`src/rtl/seven_segment_scanner.sv`:
```
// seven_segment_scanner: time-multiplexed 4-digit hex display scanner with
// frame-synchronous value loading and optional leading-zero blanking.
//
// Ports:
//   clk        system clock, all registers update on its rising edge
//   rst        asynchronous active-high reset
//   value      four hex digits to display, digit k = value[4k+3:4k]
//   load       single-cycle request to capture value
//   blank_lz   enables leading-zero blanking, sampled every cycle
//   nibble     hex code of the active digit (to the segment decoder)
//   an         active-low digit enables, an[k]=0 lights digit k
//   load_ack   one-cycle pulse when a captured value becomes displayed
//   frame_done one-cycle pulse after the digit-3 slot ends
module seven_segment_scanner #(
    parameter int CLK_DIV = 50000
) (
    input  logic        clk,
    input  logic        rst,
    input  logic [15:0] value,
    input  logic        load,
    input  logic        blank_lz,
    output logic [3:0]  nibble,
    output logic [3:0]  an,
    output logic        load_ack,
    output logic        frame_done
);
    if (CLK_DIV < 2 || CLK_DIV > 65535) begin : g_bad_div
        $error("CLK_DIV out of range 2..65535");
    end

    localparam logic [15:0] LAST = 16'(CLK_DIV - 1);

    logic [15:0] div_cnt;
    logic [15:0] disp;
    logic [15:0] pend;
    logic        pend_valid;
    logic [1:0]  idx;
    logic        tick;
    logic        wrap;
    logic        blank;
    logic [15:0] upper;
    logic [3:0]  nibble_d;
    logic [3:0]  an_d;

    // upper holds digits idx..3 in its low bits, so its low nibble is the
    // active digit and a zero value means every digit from idx up is zero.
    always_comb begin
        tick     = div_cnt == LAST;
        wrap     = tick && idx == 2'd3;
        upper    = disp >> {idx, 2'b00};
        blank    = blank_lz && idx != 2'd0 && upper == 16'h0000;
        nibble_d = blank ? 4'h0 : upper[3:0];
        an_d     = blank ? 4'b1111 : ~(4'b0001 << idx);
    end

    always_ff @(posedge clk or posedge rst) begin
        if (rst) begin
            div_cnt    <= '0;
            idx        <= '0;
            disp       <= '0;
            pend       <= '0;
            pend_valid <= 1'b0;
            nibble     <= 4'h0;
            an         <= 4'b1110;
            load_ack   <= 1'b0;
            frame_done <= 1'b0;
        end else begin
            div_cnt    <= tick ? 16'h0000 : div_cnt + 16'd1;
            idx        <= tick ? idx + 2'd1 : idx;
            nibble     <= nibble_d;
            an         <= an_d;
            frame_done <= wrap;
            load_ack   <= wrap && (load || pend_valid);
            // A load coinciding with the frame wrap goes straight to disp.
            if (wrap) begin
                disp       <= load ? value : (pend_valid ? pend : disp);
                pend_valid <= 1'b0;
            end else if (load) begin
                pend       <= value;
                pend_valid <= 1'b1;
            end
        end
    end
endmodule

```
`config.mk`:
```
export PLATFORM = sky130hd
export DESIGN_NAME = seven_segment_scanner
export DESIGN_NICKNAME = d
export VERILOG_FILES = /design/src/rtl/seven_segment_scanner.sv
export SDC_FILE = /design/constraint.sdc
export NUM_CORES = 1
export LEC_CHECK = 0
export CAP_MARGIN = 10
export CORE_MARGIN = 2
export CORE_UTILIZATION = 25
export CTS_CLUSTER_SIZE = 40
export DETAILED_ROUTE_END_ITERATION = 10
export HOLD_SLACK_MARGIN = 0.12
export PLACE_DENSITY = 0.46
export REMOVE_ABC_BUFFERS = 1
export SLEW_MARGIN = 20
export SYNTH_ARGS = -nofsm -noshare
export SYNTH_HDL_FRONTEND = slang
export SYNTH_SLANG_ARGS = --single-unit
```
`constraint.sdc`:
```
create_clock -name clk -period 6.3 [get_ports clk]
set_clock_uncertainty 0.2 [all_clocks]
set_input_delay 0.63 -clock clk [delete_from_list [all_inputs] [get_ports clk]]
set_output_delay 0.63 -clock clk [all_outputs]
set_load 0.03 [all_outputs]
```
# Word level (Yosys, flattened, before mapping)
# Index checks and enable logic that the tools add are counted.
# totals
register_bits	61
input_bits	20
out_inout_bits	10
word_cells	35
# op_classes
addsub	2
n_eq_ne	2
shifts	2
n_mux	7
bitwise	2
n_reduce_logical	11
# ops
op	count
$mux 16	3
$add 16x1->16 const B	1
$eq 16x16->1 const B	1
$logic_not 16->1	1
$shr 16x4->16	1
$mux 4	2
$reduce_bool 2->1	3
$logic_and 1x1->1	4
$not 4->4	1
$reduce_and 2->1	2
$shl 1x2->4 const A	1
$add 2x1->2 const B	1
$eq 2x2->1 const B	1
$mux 1	2
$logic_or 1x1->1	1
$not 1->1	1

# Logic depth before layout (Yosys ltp)
# depth
depth_word	4
depth_mapped	7
depth_no_buf	6

# Least setup slack after synthesis
# Ideal clock, no wire load.
# synth_timing
path_kind	reg2reg
startpoint	register div_cnt[0]
endpoint	register disp[0]
arrival_ns	1.861
setup_slack_ns	4.114
stages_incl_launch_ff	8
period_less_slack_ns	2.186
path_cell_list	dfrtp_1 ha_1 and3_2 nand4_4 or3_1 buf_6 buf_12 mux2_4
# synth_via
elab_chain_cells	3
# synth_lines
item	line_no	rtl
from (decl)	33	logic [15:0] div_cnt;
from (signal assigned)	68	div_cnt <= tick ? 16'h0000 : div_cnt + 16'd1;
$eq 16x16->1	48	tick = div_cnt == LAST;
$logic_and 1x1->1	49	wrap = tick && idx == 2'd3;
$reduce_and 2->1 (no line)	--	
to (signal assigned)	76	disp <= load ? value : (pend_valid ? pend : disp);
to (decl)	34	logic [15:0] disp;
# Every way passes these cells.
# A chain may end at the register's enable or synchronous reset.

# Worst setup path in the final report
# layout_timing
startpoint	input port load
endpoint	register disp[2]
# layout_via
elab_chain_cells	2
word_cells_on_any_way	3
classes_between	1 x mux; 2 x reduce/logical
# layout_lines
item	line_no	rtl
from (decl)	20	input logic load,
$reduce_bool 2->1 (no line)	--	
$reduce_and 2->1 (no line)	--	
# Several ways; a longest one is shown, not always the timed one.

==> impl_results.md <==
- Outcome: completed
- Sequential area share after synthesis: 54.0%
- CP max FO: 18
- Number of diodes: 0
- CP max stage delay: between 0.6 and 0.7 ns
- Count leader, synth: dfrtp_1
- Htree depth: 3
- First drt pass iteration count: 4
- WP data arrival: 2.55 ns
- Unrepaired setup endpoints after global routing: false
- Post-synth top area share: about 51%
- Die Span Y: 110 µm
- Setup TNS: 0 ns
- Pre-CTS setup slack: 3.40 ns
- Layout cells sized above 1: 34.7%
- Final Net Count: 265
- Vias in the first global route: around 1,800
- Synth async-reset ratio: 100%
- Row count: 38
- Worst Tran Pin Value: 0.950 ns
- Hold WS: between 0.2 and 0.3 ns
- Gr ovfl total: 0
- Setup Buffers After CTS: 0
- Setup crit end kind: register
- Max-slew violations: 0
- Tot Pwr: roughly 1 mW
- Root Driver: clkbuf_16
- Finished Core Util: approximately 33%
- Area leader, netlist: dfrtp_1
- CP Class: input port to register
- Pwr dens: 276 nW/µm²
- Post-cts sizing count: 0
- Mapped Area: about 2800 µm²
- # Max-Cap Violations: 0
- Global placement routability congestion: roughly 0.74
- Crit path max-delay family: simple AND/OR/NAND/NOR gates
- Kind of start point of the critical path: input port
- Worst setup margin: around 3.8 ns
- Register area: between 1500 and 2000 µm²
- Multi-input gate area: 1210 µm²
- Hpwl dp: 3550 µm
- Global-route wire length before repair: 9360 µm
- CORE AREA: between 10,000 and 15,000 µm²
- Post-synth EDFFs: 0
- Worst skew pair latency: roughly 0.32 ns
- Flops & latches, synth: roughly 60
- Largest net degree at the start of global routing: 62
- Synth Area per Inst: roughly 14 µm²
- Mapped Cells: 205
- Period utilization: 40.5%
- WL per Instance: ~14 µm
- Die W: 110 µm
- CP Cell Sequence: clkdlybuf4s50_1 > buf_4 > nor2_1 > or3_1 > mux2_4
- DRT antenna net count: 0
- HP Class: register to register
- Final setup violation count: 0
- Yosys warns: 0
- Distinct cells, synth: 36
- Port bufs: 29
- Max rail drop VDD: between 0.0001 and 0.00015 V
- Via/cell ratio: 4.25
- CP Buf/Inv Count: 2
- Cell area after layout: 3560 µm²
- Leak pwr: between 1.5 and 2 nW
- Synth area leaders: dfrtp_1, mux2_2, mux2_4, mux4_2, dfstp_2
- Fmax: a little under 400 MHz
- Total CTS buffers: 9
- Dpl cells: roughly 370
- Initial antenna violation count: 0
- # IOs: 30
- Commonest cells in the synthesized netlist: dfrtp_1, mux2_2, nor2_1
- Clock Path Buffers: 2
- TritonCTS clock tree: built
- CP max-delay cell: or3_1
- CTS Hold Bufs: 0
- Initial core utilization: approximately a quarter
- Critical Path RT: roughly 6.3 ns
- Worst-path clk slew: 0.05 ns
- 1st-iter DRT viols: 38
- Fin cells: between 300 and 400
- Clock Sinks: between 60 and 70
- Total routed wirelength: about 5300 µm
- DR DRC count: 0
- Layout Area Growth over Synthesis: 25.8%
- Max-slew headroom: between 30% and 40%
- Final hold vios: 0
- Dominant synthesized flop cell: dfrtp_1
- Fillers: 1,101
- DP Area: around 3300 µm²
- Min cycle time layout: between 2 and 3 ns
- GRT Overall Usage: under 10%
- Routed vias: between 1,500 and 2,000
- Die area: approximately 12,000 µm²
[metal layers]
metal,up-vias,share of wire [%],global-route usage [%]
li1,809,-,-
met1,790,52,13.3
met2,31,42,13.5
met3,8,3.9,2.85
met4,0,2.3,5.25
met5,-,0,0
[cells in the final DEF, fill, tap and decap left out, drive strengths merged, types with 3 or more instances in the layout]
cell type,synthesis,routed
clkbuf,3,13
nand2,12,12
clkdlybuf4s50,0,29
nor4,4,4
xnor2,6,6
nor2,13,13
mux4,4,4
dfrtp,58,58
nand3,7,7
and3,3,3
o21ai,3,3
mux2,51,51
dfstp,3,3
ha,5,5
inv,7,7
[final cells by class]
class | count | share of cell area, %
repair buffers | 31 | 8.56
clock inverters | 3 | 1.19
multi-input cells | 130 | 34.1
well taps | 140 | 4.91
flip-flops and latches | 61 | 42.9
clock buffers | 13 | 7.58
inverters | 7 | 0.737
[final timing paths]
check / depth (start not counted) / slack, ns / to / start
hold / removal: 1 / 0.27 / div_cnt[15]$_DFF_PP0_ / div_cnt[15]$_DFF_PP0_
setup / recovery: 5 / 3.75 / disp[2]$_DFFE_PP0P_ / load
max in group asynchronous: 3 / 4.74 / pend[15]$_DFFE_PP0P_ / rst
setup reg to reg: 5 / 3.77 / pend[3]$_DFFE_PP0P_ / div_cnt[0]$_DFF_PP0_
hold reg to reg: 1 / 0.27 / div_cnt[15]$_DFF_PP0_ / div_cnt[15]$_DFF_PP0_
min in group asynchronous: 3 / 0.65 / pend[1]$_DFFE_PP0P_ / rst
[sequential cells by signal (all words and copies together) (netlist names)]
signal / flops
idx: 2
frame_done: 1
nibble: 4
pend_valid: 1
load_ack: 1
pend: 16
an: 4
disp: 16
div_cnt: 16
[cell families (layout without fill, tap and decap cells)]
family,after synthesis,count (layout),synth area share [%]
flip-flops,61,61,54.0
multiplexers,57,57,25.3
AND/OR/NAND/NOR,50,50,10.2
buffers and inverters,14,54,3.13
AO/OA/AOI/OAI,10,10,2.60
XOR/XNOR,8,8,2.47
adder cells (fa/ha/maj),5,5,2.21
[power breakdown]
part           leakage (nW)  internal, mW  switching (mW)
logic                 0.629        0.0379          0.0255
registers             0.775         0.408         0.00802
clock network         0.152         0.338           0.167
total                  1.56         0.783           0.200
Note: power is estimated with default switching activity, not from simulation.
==> patch 1 (same settings) <==
The output `an` loses its register stage (`an` becomes a continuous assignment).
--- a/src/rtl/seven_segment_scanner.sv
+++ b/src/rtl/seven_segment_scanner.sv
@@ -63,3 +63,2 @@
             nibble     <= 4'h0;
-            an         <= 4'b1110;
             load_ack   <= 1'b0;
@@ -70,3 +69,2 @@
             nibble     <= nibble_d;
-            an         <= an_d;
             frame_done <= wrap;
@@ -83,2 +81,4 @@
     end
+
+    assign an = an_d;
 endmodule
Check against the original RTL: same outputs for any inputs over 10 cycles, from zero or initial values and one cycle with rst high; that may be too few to reach the edited logic, so the function may still have changed.
==> patch 1 against the original RTL <==
Highest routed layer unchanged; power decreased by 16%; critical endpoint is now an[3]; non-clock buffer count stayed put; clock power fell by 26%; routed wire length is 0.11% higher; area after synthesis fell by 3.5%; first-iteration DRC count grew 18%; sequential cell count down 4; largest cell class unchanged; worst setup slack worse by 1.2 ns; sequential power fell by 6.5%; design area decreased by 5.5%.
==> patch 1: results (changes against the original RTL) <==
{
  "grt": {
    "grt_first_pass_wirelength": {"value": 9.17, "unit": "mm", "change": "was 9.36 mm"},
    "globalRouteMet3Util": {"value": 3.01, "unit": "%", "change": "was 2.85%"},
    "grt_usage": {"value": 10.3, "unit": "%", "change": "was 9.64%"},
    "pin_count_of_the_biggest_net_entering_global_routing": {"value": 58, "change": "was 62"},
    "groute.layer.met1.usage": {"value": 13.9, "unit": "%", "change": "was 13.3%"},
    "first_global_vias": {"value": 1809, "change": "was 1805"}
  },
  "critical_path": {
    "timing.reg2reg.setup_slack": {"value": 3.74, "unit": "ns", "change": "was 3.77 ns"},
    "critPathMaxFanout": {"value": 10, "change": "was 18"},
    "slowest_stage": {"value": "clkdlybuf4s50_1", "change": "was or3_1"}
  },
  "route": {
    "met3RoutedLength": {"value": 212, "unit": "um", "change": "was 207 um"},
    "met2RoutedLength": {"value": 2.26, "unit": "mm", "change": "was 2.20 mm"},
    "routed_wl": {"value": 5.26, "unit": "mm", "change": "about the same"},
    "drt_first_iter_violations": {"value": 45, "change": "was 38"},
    "wl_met1": {"value": 2.66, "unit": "mm", "change": "was 2.73 mm"}
  },
  "yosys": {
    "netlist_top_cells_count": {"value": "57 x dfrtp_1, 42 x mux2_2, 13 x nor2_1, 12 x nand2_1, 9 x mux2_4", "change": "was 58 x dfrtp_1, 42 x mux2_2, 13 x nor2_1, 12 x nand2_1, 9 x mux2_4"},
    "yosys-top-cells-area": {"value": "dfrtp_1 52%, mux2_2 17%, mux2_4 4.9%", "change": "was dfrtp_1 51%, mux2_2 17%, mux2_4 4.8%"},
    "synth_compound_area_share": {"value": 2.70, "unit": "%", "change": "was 2.60%"},
    "ys_types": {"value": 35, "change": "was 36"},
    "synth_xor_xnor_area_share": {"value": 2.56, "unit": "%", "change": "was 2.47%"}
  },
  "clocking": {
    "clkTransAtPathRegs": {"value": 0.07, "unit": "ns", "change": "was 0.05 ns"},
    "clk_root_buffer_cell": {"value": "clkbuf_8", "change": "was clkbuf_16"},
    "clock_insertion_delay_worst_skew": {"value": 0.34, "unit": "ns", "change": "was 0.32 ns"}
  },
  "outcome": {
    "run_status": {"value": "finished, final reports clean", "change": "unchanged"}
  },
  "cells_and_area": {
    "drive_gt1_share": {"value": 34.4, "unit": "%", "change": "was 34.7%"},
    "fill_cells": {"value": 1104, "change": "was 1101"},
    "nets": {"value": 261, "change": "was 265"}
  },
  "placed_design": {
    "finalWeightedCongestion": {"value": 0.711, "change": "was 0.744"},
    "detailed_place.area": {"value": 3150, "unit": "um^2", "change": "was 3250 um^2"},
    "place_hpwl": {"value": 3.55, "unit": "mm", "change": "about the same"}
  },
  "sta": {
    "timing_worst_slew_pin_value": {"value": 0.942, "unit": "ns", "change": "was 0.950 ns"}
  },
  "worst_hold_path": {
    "timing.hold.worst.start": {"value": "div_cnt[0]", "change": "was div_cnt[15]"}
  },
  "pwr": {
    "ir_drop": {"value": 0.109, "unit": "mV", "change": "was 0.131 mV"},
    "cellLeakagePower": {"value": 1.47, "unit": "nW", "change": "was 1.56 nW"}
  }
}
## patch 1: cell count changes after synthesis, sizes merged
cell and change:
dfrtp -1, dfstp -3, dlymetal6s2s +1, clkbuf -1
## patch 1: per-stage QoR
step / setup slack (ns) / std cells / util [%] / hold slack, ns
finish: 2.58 / 381 / 31.3 / 0.294
global route: 2.44 / 381 / 31.3 / 0.322
CTS: 2.54 / 381 / 31.3 / 0.296
detailed placement: 2.92 / 365 / 29.3 / 0.272
global placement: 2.95 / 365 / 29.3 / 0.258
floorplan: 3.55 / 194 / - / 0.237
## patch 1: logic make-up (layout without fill, tap and decap cells)
kind of cell,after synthesis,in the layout
mux,57,57
flops,57,57
simple gates,50,50
buf+inv,14,54
compound gates,10,10
xor+xnor,8,8
fa+ha+maj,5,5
## patch 1: cell type report
class | instances | area share, %
clock buffer | 9 | 3.68
multi-input combinational | 130 | 36.1
clock inverter | 7 | 2.82
timing repair buffer | 31 | 9.07
tap | 140 | 5.20
inverter | 7 | 0.780
sequential | 57 | 42.4
## patch 1: power breakdown
group,switching [mW],internal [mW]
registers,0.00822,0.381
logic,0.0246,0.0378
clock network,0.152,0.222
total,0.185,0.641
## patch 1: worst max path at each step
stage / startpoint / end / slack, ns / cells past startpoint
6_report: idx[0] / an[3] / 2.58 / 5
5_1_grt: idx[0] / an[3] / 2.44 / 5
4_1_cts: idx[0] / an[3] / 2.54 / 5
3_5_place_dp: idx[0] / an[3] / 2.92 / 5
3_3_place_gp: idx[0] / an[2] / 2.95 / 5
2_1_floorplan: idx[0] / an[1] / 3.55 / 4
## patch 1: worst max-delay path: cells and delay by family, from the launching register on
kind,cells,cell delay (ns)
compound gates,1,0.34
buf+inv,1,0.66
flops,1,0.59
mux,1,0.57
simple gates,2,0.39
==> patch 2 (config.mk and constraints unchanged) <==
Without the edit above. The parameter `CLK_DIV` goes from 50000 to 32768.
--- a/src/rtl/seven_segment_scanner.sv
+++ b/src/rtl/seven_segment_scanner.sv
@@ -14,3 +14,3 @@
 module seven_segment_scanner #(
-    parameter int CLK_DIV = 50000
+    parameter int CLK_DIV = 32768
 ) (
Check against the original RTL: same outputs for any inputs over 10 cycles, from zero or initial values and one cycle with rst high; that may be too few to reach the edited logic, so the function may still have changed.
==> patch 2 against the original RTL <==
The run now ends with DRC left; sequential cell count unchanged; design area grew 2.6%; area after synthesis up 5.2%; non-clock buffer count is the same; power rose by 0.60%; sequential share of layout area down 1.1 points; die area increased by 5.0%; via count up 25%; routed wire length up 31%; worst setup slack got worse by 0.17 ns; critical endpoint is now pend[13].
==> patch 2: results (changes against the original RTL) <==
{
  "critical_path": {
    "timing.reg2reg.setup_slack": {"value": 3.58, "unit": "ns", "change": "was 3.77 ns"},
    "critical_path_s_largest_stage_delay": {"value": 0.64, "unit": "ns", "change": "was 0.67 ns"}
  },
  "yosys": {
    "synth_xor_xnor_area_share": {"value": 3.23, "unit": "%", "change": "was 2.47%"},
    "synth_fa_ha_area_share": {"value": 2.10, "unit": "%", "change": "was 2.21%"},
    "synth_compound_area_share": {"value": 13.1, "unit": "%", "change": "was 2.60%"},
    "sequential_fraction_of_the_synthesis_area": {"value": 51.3, "unit": "%", "change": "was 54.0%"},
    "synth.area.mux_share": {"value": 10.9, "unit": "%", "change": "was 25.3%"}
  },
  "grt": {
    "groute.layer.met2.usage": {"value": 16.5, "unit": "%", "change": "was 13.5%"},
    "grt_first_pass_wirelength": {"value": 11.4, "unit": "mm", "change": "was 9.36 mm"},
    "globalRouteMet3Util": {"value": 3.91, "unit": "%", "change": "was 2.85%"},
    "groute.layer.met1.usage": {"value": 16.0, "unit": "%", "change": "was 13.3%"}
  },
  "placed_design": {
    "finalWeightedCongestion": {"value": 0.697, "change": "was 0.744"},
    "dp_worst_setup_slack": {"value": 3.53, "unit": "ns", "change": "was 3.40 ns"},
    "detailed_place.area": {"value": 3340, "unit": "um^2", "change": "was 3250 um^2"}
  },
  "outcome": {
    "violations": "DRC",
    "run_status": {"value": "finished, violations left", "change": "was finished, final reports clean"}
  },
  "cells_and_area": {
    "fill_cells": {"value": 1150, "change": "was 1101"},
    "drive_gt1_share": {"value": 21.3, "unit": "%", "change": "was 34.7%"}
  },
  "route": {
    "wl_met1": {"value": 3.23, "unit": "mm", "change": "was 2.73 mm"},
    "detail_route.first_pass.iterations": {"value": 7, "change": "was 4"},
    "viasPerCell": {"value": 4.88, "change": "was 4.25"},
    "routed_wl": {"value": 6.86, "unit": "mm", "change": "was 5.26 mm"},
    "met3RoutedLength": {"value": 474, "unit": "um", "change": "was 207 um"},
    "drcViolationCount": {"value": 3, "change": "was 0"}
  },
  "worst_hold_path": {
    "worstHoldEndpoint": {"value": "div_cnt[0]", "change": "was div_cnt[15]"},
    "timing.hold.worst.start": {"value": "div_cnt[0]", "change": "was div_cnt[15]"}
  },
  "sta": {
    "fin_hold_ws": {"value": 0.252, "unit": "ns", "change": "was 0.270 ns"}
  },
  "pwr": {
    "cellLeakagePower": {"value": 1.55, "unit": "nW", "change": "was 1.56 nW"},
    "total_switching_power": {"value": 0.206, "unit": "mW", "change": "was 0.200 mW"}
  }
}
[patch 2: worst max-delay path by stage]
stage | start | end | slack [ns] | cells past startpoint
floorplan | idx[0] | pend[10] | 3.90 | 5
global placement | idx[0] | pend[9] | 3.57 | 5
detailed placement | idx[0] | pend[13] | 3.53 | 5
CTS | idx[0] | pend[13] | 3.51 | 5
global route | idx[0] | pend[13] | 3.39 | 5
finish | idx[0] | pend[13] | 3.58 | 5
[patch 2: cell type report]
cell class	instances	share of cell area (%)
inverters	10	1.03
flip-flops and latches	61	41.9
well taps	143	4.89
clock inverters	5	2.05
clock buffers	10	6.54
multi-input cells	160	35.3
repair buffers	31	8.35
[patch 2: power by group through the flow]
stage / Sequential [mW] / Combinational (mW) / Clock, mW
after floorplan: 0.414 / 0.0271 / 0
after global placement: 0.416 / 0.0522 / 0
after detailed placement: 0.415 / 0.0528 / 0
after CTS: 0.409 / 0.0529 / 0.539
after global routing: 0.410 / 0.0573 / 0.556
final: 0.409 / 0.0515 / 0.529
